**src/rtl/decode_stage.sv**
```systemverilog
// RV32I decode stage: FIFO-buffered fetch side, registered decoded bundle on the execute side.
// Optional M-extension decode is enabled by defining DECODE_RV32M_EN.
module decode_stage #(
  parameter int XLEN       = 32,
  parameter int FIFO_DEPTH = 4
) (
  input  logic                          clk,
  input  logic                          rst,
  input  logic                          in_valid,
  output logic                          in_ready,
  input  logic [31:0]                   in_instruction,
  input  logic [XLEN-1:0]               in_pc,
  input  logic                          flush,
  output logic                          out_valid,
  input  logic                          out_ready,
  output logic [XLEN-1:0]               out_pc,
  output logic [4:0]                    rs1_address,
  output logic [4:0]                    rs2_address,
  output logic [4:0]                    rd_address,
  output logic [31:0]                   imm,
  output logic [3:0]                    alu_rd_operator,
  output logic [1:0]                    alu_rd_operand1_src,
  output logic [2:0]                    alu_rd_operand2_src,
  output logic [1:0]                    alu_pc_operand1_src,
  output logic [1:0]                    next_pc_src,
  output logic                          reg_write_data_src,
  output logic                          reg_wren,
  output logic                          ram_wren,
  output logic                          illegal,
  output logic                          muldiv_valid,
  output logic [2:0]                    muldiv_op,
  output logic [$clog2(FIFO_DEPTH):0]   fifo_count
);

  localparam int AW = $clog2(FIFO_DEPTH);
  localparam int CW = AW + 1;
  localparam logic [AW-1:0] PTR_ONE  = AW'(1);
  localparam logic [CW-1:0] CNT_ONE  = CW'(1);
  localparam logic [CW-1:0] CNT_FULL = CW'(FIFO_DEPTH);

  localparam logic [6:0] OPC_OP     = 7'b0110011;
  localparam logic [6:0] OPC_OPIMM  = 7'b0010011;
  localparam logic [6:0] OPC_LOAD   = 7'b0000011;
  localparam logic [6:0] OPC_STORE  = 7'b0100011;
  localparam logic [6:0] OPC_BRANCH = 7'b1100011;
  localparam logic [6:0] OPC_JAL    = 7'b1101111;
  localparam logic [6:0] OPC_JALR   = 7'b1100111;
  localparam logic [6:0] OPC_LUI    = 7'b0110111;
  localparam logic [6:0] OPC_AUIPC  = 7'b0010111;

  localparam logic [3:0] ALU_ADD  = 4'd0;
  localparam logic [3:0] ALU_SUB  = 4'd1;
  localparam logic [3:0] ALU_SLL  = 4'd2;
  localparam logic [3:0] ALU_SLT  = 4'd3;
  localparam logic [3:0] ALU_SLTU = 4'd4;
  localparam logic [3:0] ALU_XOR  = 4'd5;
  localparam logic [3:0] ALU_SRL  = 4'd6;
  localparam logic [3:0] ALU_SRA  = 4'd7;
  localparam logic [3:0] ALU_OR   = 4'd8;
  localparam logic [3:0] ALU_AND  = 4'd9;

  localparam logic [1:0] OP1_RS1  = 2'd0;
  localparam logic [1:0] OP1_PC   = 2'd1;
  localparam logic [1:0] OP1_IMM  = 2'd2;
  localparam logic [2:0] OP2_RS2  = 3'd0;
  localparam logic [2:0] OP2_IMM  = 3'd1;
  localparam logic [2:0] OP2_FOUR = 3'd2;
  localparam logic [1:0] PCOP_PC  = 2'd0;
  localparam logic [1:0] PCOP_RS1 = 2'd1;
  localparam logic [1:0] NPC_NOT_BRANCH    = 2'd0;
  localparam logic [1:0] NPC_ALWAYS_BRANCH = 2'd1;
  localparam logic [1:0] NPC_BRANCH_ZERO   = 2'd2;
  localparam logic [1:0] NPC_BRANCH_NZERO  = 2'd3;
  localparam logic       WD_ALU = 1'b0;
  localparam logic       WD_RAM = 1'b1;

  typedef struct packed {
    logic [XLEN-1:0] pc;
    logic [4:0]      rs1;
    logic [4:0]      rs2;
    logic [4:0]      rd;
    logic [31:0]     imm;
    logic [3:0]      alu_op;
    logic [1:0]      op1_src;
    logic [2:0]      op2_src;
    logic [1:0]      pc_op1_src;
    logic [1:0]      npc_src;
    logic            wd_src;
    logic            reg_wren;
    logic            ram_wren;
    logic            illegal;
    logic            muldiv_valid;
    logic [2:0]      muldiv_op;
  } bundle_t;

  logic [31:0]     ins_mem_q [FIFO_DEPTH];
  logic [XLEN-1:0] pc_mem_q  [FIFO_DEPTH];
  logic [AW-1:0]   wr_ptr_q, rd_ptr_q;
  logic [CW-1:0]   count_q;
  logic            out_valid_q;
  bundle_t         out_q;
  bundle_t         raw, dec_d;
  logic            raw_ill;
  logic            push, pop;
  logic [31:0]     instr;
  logic [6:0]      opcode, f7;
  logic [2:0]      f3;

  function automatic logic [3:0] alu_from_f3(input logic [2:0] fn3, input logic alt);
    case (fn3)
      3'b000:  return alt ? ALU_SUB : ALU_ADD;
      3'b001:  return ALU_SLL;
      3'b010:  return ALU_SLT;
      3'b011:  return ALU_SLTU;
      3'b100:  return ALU_XOR;
      3'b101:  return alt ? ALU_SRA : ALU_SRL;
      3'b110:  return ALU_OR;
      3'b111:  return ALU_AND;
      default: return ALU_ADD;
    endcase
  endfunction

  assign in_ready = (count_q != CNT_FULL);
  assign push     = in_valid && in_ready && !flush && !rst;
  assign pop      = (count_q != '0) && (!out_valid_q || out_ready);
  assign instr    = ins_mem_q[rd_ptr_q];
  assign opcode   = instr[6:0];
  assign f3       = instr[14:12];
  assign f7       = instr[31:25];

  // Decode the FIFO head into a complete bundle; illegal encodings collapse to a zeroed bundle.
  always_comb begin
    raw        = '0;
    raw.pc     = pc_mem_q[rd_ptr_q];
    raw.rs1    = instr[19:15];
    raw.rs2    = instr[24:20];
    raw.rd     = instr[11:7];
    raw.alu_op = ALU_ADD;
    raw_ill    = 1'b0;
    case (opcode)
      OPC_OP: begin
        raw.reg_wren = 1'b1;
        if (f7 == 7'b0000000 || f7 == 7'b0100000) begin
          raw.alu_op = alu_from_f3(f3, f7[5]);
        end
`ifdef DECODE_RV32M_EN
        else if (f7 == 7'b0000001) begin
          raw.muldiv_valid = 1'b1;
          raw.muldiv_op    = f3;
        end
`endif
        else begin
          raw_ill = 1'b1;
        end
      end
      OPC_OPIMM: begin
        raw.imm      = {{20{instr[31]}}, instr[31:20]};
        raw.op2_src  = OP2_IMM;
        raw.reg_wren = 1'b1;
        if (f3 == 3'b001 || f3 == 3'b101) begin
          if (f7 == 7'b0000000 || f7 == 7'b0100000) begin
            raw.alu_op = alu_from_f3(f3, f7[5]);
          end else begin
            raw_ill = 1'b1;
          end
        end else begin
          raw.alu_op = alu_from_f3(f3, 1'b0);
        end
      end
      OPC_LOAD: begin
        raw.imm      = {{20{instr[31]}}, instr[31:20]};
        raw.op2_src  = OP2_IMM;
        raw.wd_src   = WD_RAM;
        raw.reg_wren = 1'b1;
      end
      OPC_STORE: begin
        raw.imm      = {{20{instr[31]}}, instr[31:25], instr[11:7]};
        raw.op2_src  = OP2_IMM;
        raw.rd       = 5'd0;
        raw.ram_wren = 1'b1;
      end
      OPC_BRANCH: begin
        raw.imm        = {{19{instr[31]}}, instr[31], instr[7], instr[30:25], instr[11:8], 1'b0};
        raw.rd         = 5'd0;
        raw.pc_op1_src = PCOP_PC;
        case (f3)
          3'b000: begin raw.alu_op = ALU_SUB;  raw.npc_src = NPC_BRANCH_ZERO;  end
          3'b001: begin raw.alu_op = ALU_SUB;  raw.npc_src = NPC_BRANCH_NZERO; end
          3'b100: begin raw.alu_op = ALU_SLT;  raw.npc_src = NPC_BRANCH_NZERO; end
          3'b101: begin raw.alu_op = ALU_SLT;  raw.npc_src = NPC_BRANCH_ZERO;  end
          3'b110: begin raw.alu_op = ALU_SLTU; raw.npc_src = NPC_BRANCH_NZERO; end
          3'b111: begin raw.alu_op = ALU_SLTU; raw.npc_src = NPC_BRANCH_ZERO;  end
          default: raw_ill = 1'b1;
        endcase
      end
      OPC_JAL, OPC_JALR: begin
        raw.imm        = (opcode == OPC_JAL)
                         ? {{11{instr[31]}}, instr[31], instr[19:12], instr[20], instr[30:21], 1'b0}
                         : {{20{instr[31]}}, instr[31:20]};
        raw.op1_src    = OP1_PC;
        raw.op2_src    = OP2_FOUR;
        raw.npc_src    = NPC_ALWAYS_BRANCH;
        raw.pc_op1_src = (opcode == OPC_JAL) ? PCOP_PC : PCOP_RS1;
        raw.reg_wren   = 1'b1;
      end
      OPC_LUI: begin
        raw.imm      = {instr[31:12], 12'h000};
        raw.op1_src  = OP1_IMM;
        raw.op2_src  = OP2_RS2;
        raw.rs2      = 5'd0;
        raw.reg_wren = 1'b1;
      end
      OPC_AUIPC: begin
        raw.imm      = {instr[31:12], 12'h000};
        raw.op1_src  = OP1_PC;
        raw.op2_src  = OP2_IMM;
        raw.reg_wren = 1'b1;
      end
      default: raw_ill = 1'b1;
    endcase

    if (raw_ill) begin
      dec_d         = '0;
      dec_d.pc      = raw.pc;
      dec_d.illegal = 1'b1;
    end else begin
      dec_d = raw;
    end
  end

  // Instruction buffer storage; only the write port is clocked.
  always_ff @(posedge clk) begin
    if (push) begin
      ins_mem_q[wr_ptr_q] <= in_instruction;
      pc_mem_q[wr_ptr_q]  <= in_pc;
    end
  end

  // Pointers, occupancy and the output register; reset outranks flush, both outrank handshakes.
  always_ff @(posedge clk) begin
    if (rst || flush) begin
      wr_ptr_q    <= '0;
      rd_ptr_q    <= '0;
      count_q     <= '0;
      out_valid_q <= 1'b0;
      out_q       <= '0;
    end else begin
      if (push) wr_ptr_q <= wr_ptr_q + PTR_ONE;
      if (pop)  rd_ptr_q <= rd_ptr_q + PTR_ONE;
      case ({push, pop})
        2'b10:   count_q <= count_q + CNT_ONE;
        2'b01:   count_q <= count_q - CNT_ONE;
        default: count_q <= count_q;
      endcase
      if (pop) begin
        out_q       <= dec_d;
        out_valid_q <= 1'b1;
      end else if (out_ready) begin
        out_valid_q <= 1'b0;
      end
    end
  end

  assign out_valid           = out_valid_q;
  assign fifo_count          = count_q;
  assign out_pc              = out_q.pc;
  assign rs1_address         = out_q.rs1;
  assign rs2_address         = out_q.rs2;
  assign rd_address          = out_q.rd;
  assign imm                 = out_q.imm;
  assign alu_rd_operator     = out_q.alu_op;
  assign alu_rd_operand1_src = out_q.op1_src;
  assign alu_rd_operand2_src = out_q.op2_src;
  assign alu_pc_operand1_src = out_q.pc_op1_src;
  assign next_pc_src         = out_q.npc_src;
  assign reg_write_data_src  = out_q.wd_src;
  assign reg_wren            = out_q.reg_wren;
  assign ram_wren            = out_q.ram_wren;
  assign illegal             = out_q.illegal;
  assign muldiv_valid        = out_q.muldiv_valid;
  assign muldiv_op           = out_q.muldiv_op;

endmodule

```
**config.mk**
```make
export PLATFORM = sky130hd
export DESIGN_NAME = decode_stage
export DESIGN_NICKNAME = d
export VERILOG_FILES = /design/src/rtl/decode_stage.sv
export SDC_FILE = /design/constraint.sdc
export NUM_CORES = 1
export LEC_CHECK = 0
export ABC_AREA = 0
export ABC_CLOCK_PERIOD_IN_PS = 3700
export BUFFER_PORTS_ARGS = -buffer_cell sky130_fd_sc_hd__buf_4
export CORE_AREA = 5 5 162 164
export CTS_CLUSTER_DIAMETER = 150
export CTS_CLUSTER_SIZE = 14
export DETAILED_ROUTE_END_ITERATION = 10
export DIE_AREA = 0 0 167 169
export PLACE_DENSITY_LB_ADDON = 0.08
export SLEW_MARGIN = 20
export SYNTH_ARGS = -nofsm -noshare
export SYNTH_HDL_FRONTEND = slang
export SYNTH_SLANG_ARGS = --single-unit
export TNS_END_PERCENT = 100
```
**constraint.sdc**
```tcl
create_clock -name clk -period 3.7 [get_ports clk]
set_clock_uncertainty 0.15 [all_clocks]
set_input_delay 0.185 -clock clk [delete_from_list [all_inputs] [get_ports clk]]
set_output_delay 0.185 -clock clk [all_outputs]
set_load 0.02 [all_outputs]
```
; Word-level counts from Yosys, hierarchy flattened
; Memory sizes are Yosys's and may differ from the RTL's. A register that Yosys moved wholly into a read port is not among the register bits.
; Index checks and enable logic that the tools add are counted.
[op_classes]
addsub = 4
eq_ne = 20
muxes = 31
reduce_logical = 30
[ops]
columns = cell, count
row1 = 32-bit one-hot mux with 5 select lines, 1
row2 = 68-bit 2-to-1 mux, 1
row3 = 4-bit one-hot mux with 8 select lines, 1
row4 = "7-bit by 6-bit equality test with 1-bit output, second input constant", 4
row5 = "7-bit equality test, second input constant", 3
row6 = 20-bit 2-to-1 mux, 1
row7 = "7-bit by 5-bit equality test with 1-bit output, second input constant", 2
row8 = 2-bit OR reduction, 7
row9 = 1-bit 2-to-1 mux, 13
row10 = "3-bit equality test, second input constant", 4
row11 = 2-bit one-hot mux with 2 select lines, 3
row12 = 3-bit one-hot mux with 2 select lines, 2
row13 = 4-bit one-hot mux with 3 select lines, 1
row14 = 6-bit OR reduction, 2
row15 = 5-bit 2-to-1 mux, 2
row16 = 3-bit one-hot mux with 3 select lines, 1
row17 = 3-bit OR reduction, 3
row18 = 4-bit 2-to-1 mux, 2
row19 = "7-bit by 2-bit equality test with 1-bit output, second input constant", 1
row20 = 7-bit zero test, 1
row21 = 7-bit OR reduction, 1
row22 = "3-bit by 2-bit equality test with 1-bit output, second input constant", 2
row23 = "2-bit by 1-bit adder with 2-bit output, second input constant", 2
row24 = 1-bit logical AND, 4
row25 = other kinds (14), 21
[totals]
register_bits = 76
ram_bits = 256
romBits = 32
in_bits = 69
elab_cells = 107
mem_count = 3
[mem_list]
columns = memory, words, width, read_ports, rd_clocked_by_memory_dff, write_ports, line_no
row1 = ins_mem_q, 4, 32, 1, 1, 1, 96  ; logic [31:0] ins_mem_q [FIFO_DEPTH];
row2 = pc_mem_q, 4, 32, 1, 1, 1, 97  ; logic [XLEN-1:0] pc_mem_q [FIFO_DEPTH];
row3 = (no name shown), 8, 4, 1, 0, 0, 110  ; case (fn3)

; Logic depth before layout (Yosys ltp)
[logic_depth]
depth_word = 6
mapped_depth = 11
ltp_nobuf = 11

; Worst setup path after synthesis
; No wires, ideal clock.
[synth_path]
path_type = flip-flop to flip-flop
start = register count_q[0], in the netlist fifo_count[0]
end = memory ins_mem_q[0][0] (enable)
arrival_time_ns = 2.726
required_time_ns = 3.121
slack_ns = 0.395
stages_incl_launch_ff = 6
path_buffers = 0
cell_sequence = dfxtp_1 inv_1 nand3_1 nand2_1 nor2_1 and2_1
[synth_via]
elab_chain_len = 6
[synth_lines]
columns = element, line_no
row1 = "start, declared", 99  ; logic [CW-1:0] count_q;
row2 = "start signal, assigned", 251  ; 2'b10: count_q <= count_q + CNT_ONE;
row3 = "start signal, assigned", 252  ; 2'b01: count_q <= count_q - CNT_ONE;
row4 = "start signal, assigned", 253  ; default: count_q <= count_q;
row5 = 3-bit != test, 123  ; assign in_ready = (count_q != CNT_FULL);
row6 = named net in_ready, 10  ; output logic in_ready,
row7 = 1-bit logical AND (3 in a row), 124  ; assign push = in_valid && in_ready && !flush && !rst;
row8 = 1-bit 2-to-1 mux, 233  ; if (push) begin
row9 = 1-bit 2-to-1 mux (not written as such), 234  ; ins_mem_q[wr_ptr_q] <= in_instruction;
row10 = "end, declared", 96
; The timed path passes the listed nets, and every way through them passes these cells.

==> metrics <==
Num CTS Buffers=29; M1 GR Usage=0.286; # Max-Cap Violations=0; post-cts resize count=0; Slew Limit Fails=0; clock latency on the worst-skew pair=0.56 ns; Core Box Area=0.0247 mm^2; Synth area leader=edfxtp_1; CP Class=flop to flop; Seq/Total Area, Yosys=0.693; most frequent cell after synthesis=edfxtp_1; Overall Global Routing Usage=0.214; M2 GR Usage=0.369; die height=169 um; met3 usage=0.0409; Ys Warns=0; drt drc=0; via count=8569; Post-synth EDFFs=256; TritonCTS clock tree=done; die width=167 um; Antenna diodes=0; Critical Path Source Type=flop; Final Hold Fails=0; clk root buf=clkbuf_16; setup violators final=0; layer carrying the most global-route usage=met2; Area Overhead vs Synth=22.4%; RSZ-0062 raised after global routing=false; Clk pwr share=0.374; Pint=6060 uW; via-per-instance ratio=5.62; initial antenna violation count=0; total overflow reported by the global router=0; layout cells sized above 1=0.267; Worst-path clk slew=0.07 ns; Worst R2R Setup Slack=0.35 ns; Post-synth top cells=edfxtp_1 (256), nand2_1 (160), dfxtp_1 (104); Area contributors post-synth=edfxtp_1 (55%), dfxtp_1 (15%), mux4_2 (8.8%); post-synthesis async set-or-reset flop share=0; Syn Std Cell Area=0.0141 mm^2; hold path start=flush; PwrDens=442 mW/mm^2; io pins=174; Tcrit/Tclk final=0.906; Hold-fix buffers, CTS=68; Netlist cell types=68; Crit Path Max Fanout=25; clock sinks=360; syn avg cell area=15.1 um^2; hpwl dp=19700 um; Hold WC Path Type=primary input to flop; Leakage=0.00593 uW; worst vdd ir=0.364 mV; DRT antenna net count=0; # rows=58; post-layout minimum cycle time=3.35 ns; Req. time, crit path=4.01 ns; Max Buffers Root-to-Sink=3; DR WL/cell=20.1 um; Synth Register Bits=360; top cell type's share of synthesized area=0.545; largest net degree at the start of global routing=52; setup tns final=0 ns; Nets=1252; hold depth=4; status=finished clean; worst hold slack=0.0486 ns; first-pass GRT wire length=48200 um; Worst Tran Pin Value=1.05 ns; First DRT Iteration DRCs=625; H-tree depth=1; Die ar.=0.0282 mm^2; Hold Path End=rs2_address[2]$_SDFFE_PP0P_; ys flop type=edfxtp_1; worst rel slew slack=0.296; Pwr Total=7630 uW; DR pass1 iterations=5; final wirelength=30600 um; postcts setup bufs=0; P_sw=1570 uW; Port Buf Inserts=167; Logic pwr share=0.054; Critical R2R Capture=imm[2]$_SDFFE_PP0P_; synthesized instance count=932; crit path capture type=flop; WP data arrival=3.66 ns; Reg power frac=0.572; Max Clock Freq=298 MHz; RePlAce Congestion=0.908; number of global-route vias before repair=8710; worst r2r path cells=7; effective utilization at floorplan=0.570; sw frac=0.206
[critical path, stage by stage (launching register included)]
cell and delay (ns):
dfxtp_2 0.43, buf_4 0.40, mux4_2 0.69, and3b_1 0.35, nand3_1 0.25, nand2_2 0.24, o211ai_4 0.37, o31ai_1 0.36
[how the worst max path moves through the flow]
stage                               startpoint                         to  depth (start not counted)
finish                                    flop        imm[2]$_SDFFE_PP0P_                          7
CTS                                       flop       imm[21]$_SDFFE_PP0P_                          7
global placement                          flop        imm[2]$_SDFFE_PP0P_                          7
floorplan           fifo_count[0]$_SDFFE_PP0P_  ins_mem_q[0][0]$_DFFE_PP_                          5
global route                              flop        imm[1]$_SDFFE_PP0P_                          7
detailed placement                        flop        imm[1]$_SDFFE_PP0P_                          7
[power by group through the flow]
stage / Clock (uW) / Combinational (uW) / Sequential, uW
4_1_cts: 2910 / 412 / 4370
6_report: 2860 / 410 / 4370
5_1_grt: 3090 / 444 / 4370
2_1_floorplan: 0 / 193 / 4460
3_5_place_dp: 0 / 350 / 4460
3_3_place_gp: 0 / 347 / 4450
[kinds of logic after synthesis]
logic type | after synthesis | synth area share
flops | 360 | 0.693
simple gates | 248 | 0.0767
compound gates | 165 | 0.0843
buf+inv | 75 | 0.0256
mux | 66 | 0.106
fa+ha+maj | 12 | 0.0112
xor+xnor | 5 | 0.00311
other cells | 1 | 0.000266
[stage by stage]
step           instance area (um^2)  worst slack, ns  instances  utilization
6_report                      17300            0.349       1524        0.698
5_1_grt                       17300            0.132       1524        0.698
4_1_cts                       17300            0.360       1524        0.698
3_3_place_gp                  15700            0.417       1402        0.636
2_1_floorplan                 14100            0.395        937            -
3_5_place_dp                  15700            0.346       1402        0.636
[sequential cells by signal, summed over array words and instances, names as in the netlist, 2 cells and up, named ones only]
name / flops
alu_rd_operand1_src: 2
alu_rd_operand2_src: 2
alu_rd_operator: 4
fifo_count: 3
imm: 32
ins_mem_q: 128
next_pc_src: 2
out_pc: 32
pc_mem_q: 128
rd_address: 5
rd_ptr_q: 2
rs1_address: 5
rs2_address: 5
wr_ptr_q: 2
[metal layers]
| metal | wire, um | up-vias |
|---|---|---|
| met5 | 0 | - |
| met4 | 481 | 0 |
| met3 | 1990 | 38 |
| met2 | 15300 | 269 |
| met1 | 12800 | 4263 |
| li1 | - | 3999 |
[cell type report]
type	count	area (um^2)
Inverter	21	78.8
Tap cell	330	413
Timing Repair Buffer	257	2140
Multi-Input combinational cell	502	4010
Sequential cell	360	9770
Clock inverter	1	20.0
Fill cell	1696	7480
Clock buffer	53	837
[placed cells by master (no fill, tap or decap), types with 6 or more instances in the layout]
master / n
o31ai_2: 19
clkbuf_16: 30
o31ai_1: 6
clkbuf_1: 23
nor2_1: 28
nor3_1: 11
a211oi_1: 9
inv_1: 19
nand3_1: 16
o21ai_0: 25
nand2_1: 160
mux4_2: 55
edfxtp_1: 256
dlygate4sd3_1: 68
a21oi_1: 62
mux4_1: 9
ha_1: 11
dfxtp_1: 101
o21ai_1: 10
conb_1: 6
buf_4: 186
Note: power is estimated with default switching activity, not from simulation.
